$ cat config.mk
export PLATFORM = sky130hd
export DESIGN_NAME = set_cmp_pipe_flat
export DESIGN_NICKNAME = d
export VERILOG_FILES = /design/src/rtl/set_cmp_pkg.sv /design/src/rtl/set_cmp_pipe_if.sv /design/src/rtl/set_cmp_stage.sv /design/src/rtl/set_cmp_pipe.sv /design/src/flat_wrapper.sv
export SDC_FILE = /design/constraint.sdc
export NUM_CORES = 1
export LEC_CHECK = 0
export BUFFER_PORTS_ARGS = -buffer_cell sky130_fd_sc_hd__buf_2
export CORE_MARGIN = 5
export CORE_UTILIZATION = 40
export DETAILED_ROUTE_END_ITERATION = 7
export SETUP_SLACK_MARGIN = 0.2
export SKIP_CTS_REPAIR_TIMING = 1
export SYNTH_ARGS = -nofsm -noshare
export SYNTH_HDL_FRONTEND = slang
export SYNTH_SLANG_ARGS = --single-unit
$ cat constraint.sdc
create_clock -name clk -period 2.8 [get_ports clk]
set_clock_uncertainty 0.05 [all_clocks]
set_input_delay 0 -clock clk [delete_from_list [all_inputs] [get_ports clk]]
set_output_delay 0 -clock clk [all_outputs]
set_load 0.03 [all_outputs]
$ cat src/rtl/set_cmp_pkg.sv
// Shared types for the set-on-compare pipeline: compare opcodes, the flag
// bundle and the opcode width.
package set_cmp_pkg;

    localparam int SET_CMP_OP_W = 2;

    typedef enum logic [SET_CMP_OP_W-1:0] {
        SET_CMP_SLT  = 2'd0,
        SET_CMP_SLTU = 2'd1,
        SET_CMP_SEQ  = 2'd2,
        SET_CMP_SNE  = 2'd3
    } set_cmp_op_e;

    typedef struct packed {
        logic z;
        logic o;
        logic c;
        logic n;
    } set_cmp_flags_t;

endpackage

$ cat src/rtl/set_cmp_pipe_if.sv
// Operand/result handshake bundle for set_cmp_pipe. The master drives
// operands and out_ready; the slave is the compare unit.
interface set_cmp_pipe_if #(
    parameter int WIDTH = 32,
    parameter int TAG_W = 5
);
    import set_cmp_pkg::*;

    logic                    in_valid;
    logic                    in_ready;
    logic [WIDTH-1:0]        in_a;
    logic [WIDTH-1:0]        in_b;
    logic [SET_CMP_OP_W-1:0] in_op;
    logic [TAG_W-1:0]        in_tag;

    logic                    out_valid;
    logic                    out_ready;
    logic [WIDTH-1:0]        out_result;
    logic [TAG_W-1:0]        out_tag;
    logic                    out_z;
    logic                    out_o;
    logic                    out_c;
    logic                    out_n;

    modport master (
        output in_valid, in_a, in_b, in_op, in_tag, out_ready,
        input  in_ready, out_valid, out_result, out_tag, out_z, out_o, out_c, out_n
    );

    modport slave (
        input  in_valid, in_a, in_b, in_op, in_tag, out_ready,
        output in_ready, out_valid, out_result, out_tag, out_z, out_o, out_c, out_n
    );

endinterface

$ cat src/rtl/set_cmp_stage.sv
// Generic valid/ready register slice: holds one beat, accepts a new one
// whenever it is empty or its current beat is being taken downstream.
module set_cmp_stage #(
    parameter int DW = 8
) (
    input  logic          clk,
    input  logic          rst_n,
    input  logic          in_valid,
    output logic          in_ready,
    input  logic [DW-1:0] in_data,
    output logic          out_valid,
    input  logic          out_ready,
    output logic [DW-1:0] out_data
);

    logic          valid_d, valid_q;
    logic [DW-1:0] data_d,  data_q;
    logic          advance;

    assign advance  = !valid_q || out_ready;
    assign in_ready = advance;

    always_comb begin
        valid_d = valid_q;
        data_d  = data_q;
        if (advance) begin
            valid_d = in_valid;
            if (in_valid) begin
                data_d = in_data;
            end
        end
    end

    always_ff @(posedge clk or negedge rst_n) begin
        if (!rst_n) begin
            valid_q <= 1'b0;
            data_q  <= '0;
        end else begin
            valid_q <= valid_d;
            data_q  <= data_d;
        end
    end

    assign out_valid = valid_q;
    assign out_data  = data_q;

endmodule

$ cat src/rtl/set_cmp_pipe.sv
// Pipelined set-on-compare unit (SLT/SLTU/SEQ/SNE) with Z/O/C/N flags.
// Define SET_CMP_REGOUT_EN to add a registered output stage (latency 2).
module set_cmp_pipe
    import set_cmp_pkg::*;
#(
    parameter int WIDTH = 32,
    parameter int TAG_W = 5
) (
    input  logic          clk,
    input  logic          rst_n,
    set_cmp_pipe_if.slave bus
);

    typedef struct packed {
        logic [WIDTH:0]          diff;
        logic                    sign_a;
        logic                    sign_b;
        logic [SET_CMP_OP_W-1:0] op;
        logic [TAG_W-1:0]        tag;
    } s1_t;

    typedef struct packed {
        logic             cond;
        set_cmp_flags_t   flags;
        logic [TAG_W-1:0] tag;
    } res_t;

    s1_t  s1_in, s1_out;
    logic s1_valid, s1_out_ready;
    res_t dec, res_out;
    logic res_valid;
    logic flag_n, flag_c, flag_o, is_eq, cond;

    // Subtract with an extra top bit so the borrow doubles as the unsigned compare.
    always_comb begin
        s1_in        = '0;
        s1_in.diff   = {1'b0, bus.in_a} - {1'b0, bus.in_b};
        s1_in.sign_a = bus.in_a[WIDTH-1];
        s1_in.sign_b = bus.in_b[WIDTH-1];
        s1_in.op     = bus.in_op;
        s1_in.tag    = bus.in_tag;
    end

    set_cmp_stage #(.DW($bits(s1_t))) u_stage1 (
        .clk       (clk),
        .rst_n     (rst_n),
        .in_valid  (bus.in_valid),
        .in_ready  (bus.in_ready),
        .in_data   (s1_in),
        .out_valid (s1_valid),
        .out_ready (s1_out_ready),
        .out_data  (s1_out)
    );

    always_comb begin
        flag_n = s1_out.diff[WIDTH-1];
        flag_c = s1_out.diff[WIDTH];
        flag_o = (s1_out.sign_a != s1_out.sign_b) && (flag_n != s1_out.sign_a);
        is_eq  = (s1_out.diff[WIDTH-1:0] == '0);
        cond   = 1'b0;
        case (set_cmp_op_e'(s1_out.op))
            SET_CMP_SLT:  cond = flag_n ^ flag_o;
            SET_CMP_SLTU: cond = flag_c;
            SET_CMP_SEQ:  cond = is_eq;
            SET_CMP_SNE:  cond = !is_eq;
            default:      cond = 1'b0;
        endcase
        dec         = '0;
        dec.cond    = cond;
        dec.flags.z = !cond;
        dec.flags.o = flag_o;
        dec.flags.c = flag_c;
        dec.flags.n = flag_n;
        dec.tag     = s1_out.tag;
    end

`ifdef SET_CMP_REGOUT_EN
    set_cmp_stage #(.DW($bits(res_t))) u_stage_out (
        .clk       (clk),
        .rst_n     (rst_n),
        .in_valid  (s1_valid),
        .in_ready  (s1_out_ready),
        .in_data   (dec),
        .out_valid (res_valid),
        .out_ready (bus.out_ready),
        .out_data  (res_out)
    );
`else
    // An idle stage-1 register would decode as z=1; force idle outputs to zero.
    assign s1_out_ready = bus.out_ready;
    assign res_valid    = s1_valid;
    assign res_out      = s1_valid ? dec : '0;
`endif

    assign bus.out_valid  = res_valid;
    assign bus.out_result = {{(WIDTH-1){1'b0}}, res_out.cond};
    assign bus.out_tag    = res_out.tag;
    assign bus.out_z      = res_out.flags.z;
    assign bus.out_o      = res_out.flags.o;
    assign bus.out_c      = res_out.flags.c;
    assign bus.out_n      = res_out.flags.n;

endmodule

$ cat src/flat_wrapper.sv
// flat-port wrapper written by rule: the top's interface ports become plain ports
module set_cmp_pipe_flat import set_cmp_pkg::*;
#(
    parameter int WIDTH = 32,
    parameter int TAG_W = 5
)
  (clk, rst_n, bus_in_valid, bus_in_a, bus_in_b, bus_in_op, bus_in_tag, bus_out_ready, bus_in_ready, bus_out_valid, bus_out_result, bus_out_tag, bus_out_z, bus_out_o, bus_out_c, bus_out_n);
  set_cmp_pipe_if #(.WIDTH(WIDTH), .TAG_W(TAG_W)) bus_i ();
  input  logic clk;
  input  logic rst_n;
  input wire logic [$bits(bus_i.in_valid)-1:0] bus_in_valid;
  input wire logic [$bits(bus_i.in_a)-1:0] bus_in_a;
  input wire logic [$bits(bus_i.in_b)-1:0] bus_in_b;
  input wire logic [$bits(bus_i.in_op)-1:0] bus_in_op;
  input wire logic [$bits(bus_i.in_tag)-1:0] bus_in_tag;
  input wire logic [$bits(bus_i.out_ready)-1:0] bus_out_ready;
  output wire logic [$bits(bus_i.in_ready)-1:0] bus_in_ready;
  output wire logic [$bits(bus_i.out_valid)-1:0] bus_out_valid;
  output wire logic [$bits(bus_i.out_result)-1:0] bus_out_result;
  output wire logic [$bits(bus_i.out_tag)-1:0] bus_out_tag;
  output wire logic [$bits(bus_i.out_z)-1:0] bus_out_z;
  output wire logic [$bits(bus_i.out_o)-1:0] bus_out_o;
  output wire logic [$bits(bus_i.out_c)-1:0] bus_out_c;
  output wire logic [$bits(bus_i.out_n)-1:0] bus_out_n;
  assign bus_i.in_valid = bus_in_valid;
  assign bus_i.in_a = bus_in_a;
  assign bus_i.in_b = bus_in_b;
  assign bus_i.in_op = bus_in_op;
  assign bus_i.in_tag = bus_in_tag;
  assign bus_i.out_ready = bus_out_ready;
  assign bus_in_ready = bus_i.in_ready;
  assign bus_out_valid = bus_i.out_valid;
  assign bus_out_result = bus_i.out_result;
  assign bus_out_tag = bus_i.out_tag;
  assign bus_out_z = bus_i.out_z;
  assign bus_out_o = bus_i.out_o;
  assign bus_out_c = bus_i.out_c;
  assign bus_out_n = bus_i.out_n;
  set_cmp_pipe #(.WIDTH(WIDTH), .TAG_W(TAG_W)) u_core (.clk(clk), .rst_n(rst_n), .bus(bus_i));
endmodule
==> flow_summary_export.csv, run 1 <==
group,metric,value,unit
layout,fin_nets,705,
clock_network,clockBufferDepth,2,
worst_hold_path,min_path_type,"in2reg",
setup_path,r2r_cells,7,
yosys,synth_area_per_cell,7.71,µm²
floorplanning,coreArea,9680,µm²
yosys,synthMuxAreaShare,0.507,%
detailed_routing,drtIter0Drc,230,
detailed_routing,ant_nets,0,
layout,final_cell_mix,"buf_2 (86), nand2_1 (83), o21ai_0 (46), dfrtp_1 (43), inv_1 (38)",
timing,finalCritPeriodShare,76.6,%
yosys,ys_seq_area_share,27.3,%
placed_design,dpl.hpwl,7350,µm
detailed_routing,vias_per_cell,4.88,
clock_network,clk_latency,280,ps
yosys,synth_xor_area_share,4.88,%
yosys,synth-simple-area-share,21.9,%
detailed_routing,drt_first_pass_iters,4,
yosys,synthFlopType,"dfrtp_1",
pwr,leakage,2.30,nW
timing,hold_viol_final,1,
timing,relSlewSlack,38.6,%
setup_path,end_kind,"output port",
detailed_routing,drt_wl_total,9230,µm
floorplanning,io_pins,118,
clock_network,cts_tree,"done",
yosys,synth_edf_count,0,
floorplanning,rows,36,
floorplanning,start_util,40.7,%
yosys,yosysWarningCount,0,
timing,min_period,2140,ps
timing,fmax,466,MHz
detailed_routing,wl_per_cell,12.6,µm
clock_network,cts_root_buf,"clkbuf_8",
detailed_routing,drc,0,
clock_network,clkTransAtPathRegs,70,ps
grt,overflow,0,
floorplanning,die_y,109,µm
setup_path,worstPathArrival,2090,ps
setup_path,crit_path_max_fanout,7,
timing,tightest_slew,921,ps
yosys,synth_compound_area_share,23.2,%
worst_hold_path,worstHoldPathCells,3,
setup_path,r2r-start,"u_core.u_stage1.out_valid",
yosys,yosys_register_bits,43,
grt,grt_pass1_wl,15000,µm
layout,diodes,0,
clock_network,numCtsBuffers,5,
grt,grt_pass1_vias,3263,
worst_hold_path,hold_path_end,"u_core.u_stage1.out_data[9]",
timing,setup_ws,656,ps
yosys,async_flop_share,100,%
setup_path,cp-start-kind,"flip-flop",
yosys,synth_fa_ha_area_share,10.7,%
layout,final_common_cell,"buf_2",
grt,track_usage,15.0,%
floorplanning,die_w,109,µm
yosys,synth_area_leaders,"dfrtp_1 (27%), ha_1 (10%), nand2_1 (8.0%)",
worst_hold_path,hold_start,"bus_in_b[0]",
status,violations,"hold timing",
setup_path,r2r_end,"u_core.u_stage1.out_data[39]",
yosys,synth_area,3950,µm²
layout,syn_to_final_growth,15.9,%
setup_path,required,2750,ps
timing,finalSetupViolCount,0,
placed_design,place_congestion,0.862,
setup_path,crit_type,"reg2out",
grt,antenna_found_initial,0,
layout,final_layout_size_suffix_gt1_share,18.3,%
run,cap_violations,0,
floorplanning,die_area,11900,µm²
placed_design,port_buffers,86,
pwr,power_density,448,nW/µm²
timing,tns,0,ps
clock_network,cts_num_sinks,43,
clock_network,cts_max_level,2,
status,status,"complete, but fails checks",
setup_path,r2r_setup_slack,940,ps
timing,rsz0062_at_grt,"no",
placed_design,pre_cts_slack,448,ps
yosys,synth_top_cell_area_share,27.3,%
timing,maxSlewViolCount,0,
yosys,netlist.top_cell.by_area,"dfrtp_1",
yosys,syn_inst,512,
layout,fillers,1004,
pwr,vdd_drop_max,190,µV
detailed_routing,vias,3562,
timing,whs,-2.83,ps
grt,grt_max_degree,66,
yosys,synth_cell_types,61,
yosys,synth_top_family_by_area,"compound AO/OA/AOI/OAI gates",
-- registers in the layout (all words and copies together) (netlist names) --
signal,count
u_core.u_stage1.out_valid,1
u_core.u_stage1.out_data,42
-- cells by family after synthesis --
group,Yosys count
and+or+nand+nor,184
other,1
buffers and inverters,89
muxes,2
AOI/OAI and AO/OA,138
DFF,43
xor gates and xnor gates,22
adders and majority gates,33
-- stage by stage --
stage	power [mW]	std cells	area, µm²	utilization [%]
final	2.05	730	4570	47.2
after global routing	2.21	730	4570	47.2
after CTS	2.05	719	4460	46.1
after detailed placement	1.66	712	4370	45.2
after global placement	1.65	712	4370	45.2
after floorplan	1.46	542	4060	-
-- critical path, cell delays in order (launching register included) --
cell and delay [ps]:
dfrtp_1 460, nor4_1 360, nand4_1 150, nor2_1 170, xor2_1 170, nand2_1 70
o21ai_0 90, and2_1 150, buf_2 190
-- layout make-up --
cell class	count	area (µm²)	area share, %
multi-input cells	410	2530	55.4
repair buffers	99	568	12.4
well taps	133	166	3.64
clock buffers	6	82.6	1.81
inverters	38	143	3.12
clock inverters	1	5.00	0.109
flip-flops and latches	43	1080	23.5
-- how the worst max path moves through the flow --
| stage | depth (start not counted) | start | to |
|---|---|---|---|
| floorplan | 7 | u_core.u_stage1.out_valid | u_core.u_stage1.out_data[34] |
| global placement | 10 | bus_in_b[0] | u_core.u_stage1.out_data[41] |
| detailed placement | 10 | bus_in_b[0] | u_core.u_stage1.out_data[39] |
| CTS | 8 | u_core.u_stage1.out_data[40] | bus_out_result[0] |
| global route | 8 | u_core.u_stage1.out_data[40] | bus_out_result[0] |
| finish | 8 | u_core.u_stage1.out_data[40] | bus_out_result[0] |
-- cell usage after synthesis (all sizes together), types with 2 or more instances --
| master | count |
|---|---|
| nand2 | 84 |
| o21ai | 48 |
| dfrtp | 43 |
| inv | 38 |
| a21oi | 33 |
| buf | 33 |
| ha | 32 |
| nor2 | 27 |
| clkbuf | 18 |
| xor2 | 13 |
| and2 | 11 |
| a21o | 10 |
| nand3 | 10 |
| nand4 | 10 |
| nor3 | 9 |
| xnor2 | 9 |
| nor4 | 8 |
| nand2b | 7 |
| o21a | 6 |
| a211oi | 5 |
| nor2b | 5 |
| o211ai | 5 |
| or3 | 5 |
| a21boi | 4 |
| o2111ai | 4 |
| a211o | 3 |
| a31oi | 3 |
| o31ai | 3 |
| a22oi | 2 |
| a31o | 2 |
| and3 | 2 |
| mux2i | 2 |
| nand3b | 2 |
| o22ai | 2 |
-- report_power, final --
part,total (mW),internal [mW],switching (mW),leakage [nW]
registers,0.821,0.744,0.0776,0.524
logic,0.837,0.327,0.510,1.73
clock network,0.391,0.194,0.198,0.0470
total,2.05,1.26,0.785,2.30
-- routing by layer --
layer | GRT usage (%) | vias to the layer above | part of all wire (%)
met1 | 22.7 | 1566 | 50
li1 | - | 1892 | -
met3 | 2.23 | 5 | 5.8
met5 | 0 | - | 0
met4 | 2.85 | 0 | 0.46
met2 | 22.9 | 99 | 44
Power figures use the tool's default switching activity.
==> inputs of run 2 (changes only) <==
--- a/config.mk
+++ b/config.mk
@@ -9,6 +9,7 @@
 export CORE_MARGIN = 5
 export CORE_UTILIZATION = 40
 export DETAILED_ROUTE_END_ITERATION = 7
+export PLACE_DENSITY = 0.67
 export SETUP_SLACK_MARGIN = 0.2
 export SKIP_CTS_REPAIR_TIMING = 1
 export SYNTH_ARGS = -nofsm -noshare
==> constraint.sdc (replaced) <==
create_clock -name clk -period 1.7 [get_ports clk]
set_clock_uncertainty 0.05 [all_clocks]
set_input_delay 0 -clock clk [delete_from_list [all_inputs] [get_ports clk]]
set_output_delay 0 -clock clk [all_outputs]
set_load 0.03 [all_outputs]
==> flow_summary_export.csv, run 2 (synthesized netlist as in run 1, its figures left out) <==
group,metric,value,unit
timing,maxSlewViolCount,0,
setup_path,critical-path-top-delay-family,"simple AND/OR/NAND/NOR gates",
clock_network,clkTransAtPathRegs,90,ps
floorplanning,die_y,109,µm
grt,grt_pass1_vias,3842,
grt,grt_pass1_wl,17000,µm
setup_path,worstPathArrival,1920,ps
grt,use_met3,2.58,%
pwr,power_density,707,nW/µm²
floorplanning,die_w,109,µm
placed_design,place_congestion,0.867,
setup_path,crit_path_max_fanout,2,
detailed_routing,drt_wl_total,11100,µm
layout,largest_register_ffs,42,
run,cap_violations,0,
floorplanning,coreArea,9680,µm²
grt,antenna_found_initial,0,
clock_network,numCtsBuffers,5,
clock_network,cts_num_sinks,43,
setup_path,timing.critical_path.buf_inv,2,
placed_design,dpl.cell_count,797,
setup_path,cp_slowest_cell,"dfrtp_1",
timing,rsz0062_at_grt,"yes",
setup_path,cp-start-kind,"flip-flop",
clock_network,cts_max_level,2,
detailed_routing,vias,4042,
detailed_routing,drtIter0Drc,166,
setup_path,crit_type,"reg2out",
timing,whs,29.3,ps
layout,fillers,821,
detailed_routing,vias_per_cell,4.87,
placed_design,dpl.hpwl,8420,µm
timing,min_period,1970,ps
timing,tightest_slew,539,ps
grt,top_usage_layer,"met2",
pwr,vdd_drop_max,296,µV
layout,syn_to_final_growth,53.3,%
setup_path,path_cells,"nor4_2, nand4_1, nor2_2, xor2_1, nand2_1, o21ai_2, buf_4, nor2b_2, buf_6",
floorplanning,io_pins,118,
layout,final_common_cell,"buf_4",
pwr,leakage,2.88,nW
layout,final_cell_mix,"buf_4 (89), nand2_1 (80), buf_2 (73), dfrtp_1 (42), conb_1 (31)",
status,status,"complete, but fails checks",
detailed_routing,ant_nets,0,
setup_path,required,1650,ps
timing,relSlewSlack,64.0,%
timing,finalCritPeriodShare,116,%
clock_network,clockBufferDepth,2,
setup_path,end_kind,"output port",
floorplanning,rows,36,
floorplanning,start_util,40.7,%
layout,final_layout_size_suffix_gt1_share,41.2,%
timing,finalSetupViolCount,4,
grt,track_usage,17.3,%
detailed_routing,drc,0,
placed_design,port_buffers,86,
timing,hold_viol_final,0,
setup_path,cpPeakStageDelay,400,ps
layout,fin_nets,804,
layout,diodes,0,
grt,overflow,0,
grt,grt_max_degree,55,
timing,setup_ws,-272,ps
detailed_routing,drt_first_pass_iters,4,
clock_network,cts_tree,"done",
clock_network,clk_latency,300,ps
layout,stdcell_count,830,
detailed_routing,wl_per_cell,13.4,µm
grt,use_met1,23.7,%
worst_hold_path,min_path_type,"in2reg",
floorplanning,die_area,11900,µm²
clock_network,cts_root_buf,"clkbuf_8",
timing,fmax,507,MHz
status,violations,"setup timing",
grt,grt_use_met2,28.9,%
run 2: worst reg2reg max path, cell delays in order, from the launching register on:
cell and delay (ps):
dfrtp_2 420, nand2b_4 80, nand2_2 110, buf_4 180, a221oi_1 360, nand3_1 130
run 2: stage by stage:
stage	utilization, %	area (µm²)	total power, mW	setup WS, ps	setup TNS (ps)
CTS	55.4	5360	3.95	-503	-1760
finish	62.5	6050	4.28	-272	-608
floorplan	-	4330	2.51	-161	-349
global placement	54.2	5250	3.07	-422	-6580
detailed placement	54.2	5250	3.12	-471	-7420
global route	62.5	6050	4.57	-445	-1410
run 2: power by group:
| part | internal (mW) | switching [mW] | leakage, nW |
|---|---|---|---|
| logic | 1.00 | 1.06 | 2.30 |
| registers | 1.23 | 0.166 | 0.523 |
| clock network | 0.443 | 0.378 | 0.0548 |
| total | 2.67 | 1.61 | 2.88 |
run 2: routing by layer:
| layer | vias to the layer above | share of wire [%] | wire length (µm) |
|---|---|---|---|
| met5 | - | 0 | 0 |
| met4 | 0 | 0.92 | 102 |
| met3 | 11 | 5.4 | 606 |
| met2 | 104 | 49 | 5490 |
| met1 | 1839 | 44 | 4940 |
| li1 | 2088 | - | - |
run 2: layout make-up:
cell class / count / area (µm²) / share of cell area [%]
Clock buffer: 5 / 68.8 / 1.14
Clock inverter: 3 / 46.3 / 0.765
Inverter: 38 / 170 / 2.81
Multi-Input combinational cell: 410 / 3080 / 50.9
Sequential cell: 43 / 1080 / 17.8
Tap cell: 133 / 166 / 2.75
Timing Repair Buffer: 198 / 1440 / 23.8
run 2: final timing paths:
path | from | end | slack (ps) | depth (start not counted)
max | u_core.u_stage1.out_data[16] | bus_out_z | -270 | 9
min | bus_in_b[1] | u_core.u_stage1.out_data[10] | 30 | 3
max reg2reg | u_core.u_stage1.out_valid | u_core.u_stage1.out_data[39] | 240 | 5
min reg2reg | u_core.u_stage1.out_data[3] | u_core.u_stage1.out_data[3] | 420 | 2
max in group asynchronous | rst_n | u_core.u_stage1.out_valid | 950 | 3
min in group asynchronous | rst_n | u_core.u_stage1.out_data[10] | 240 | 3
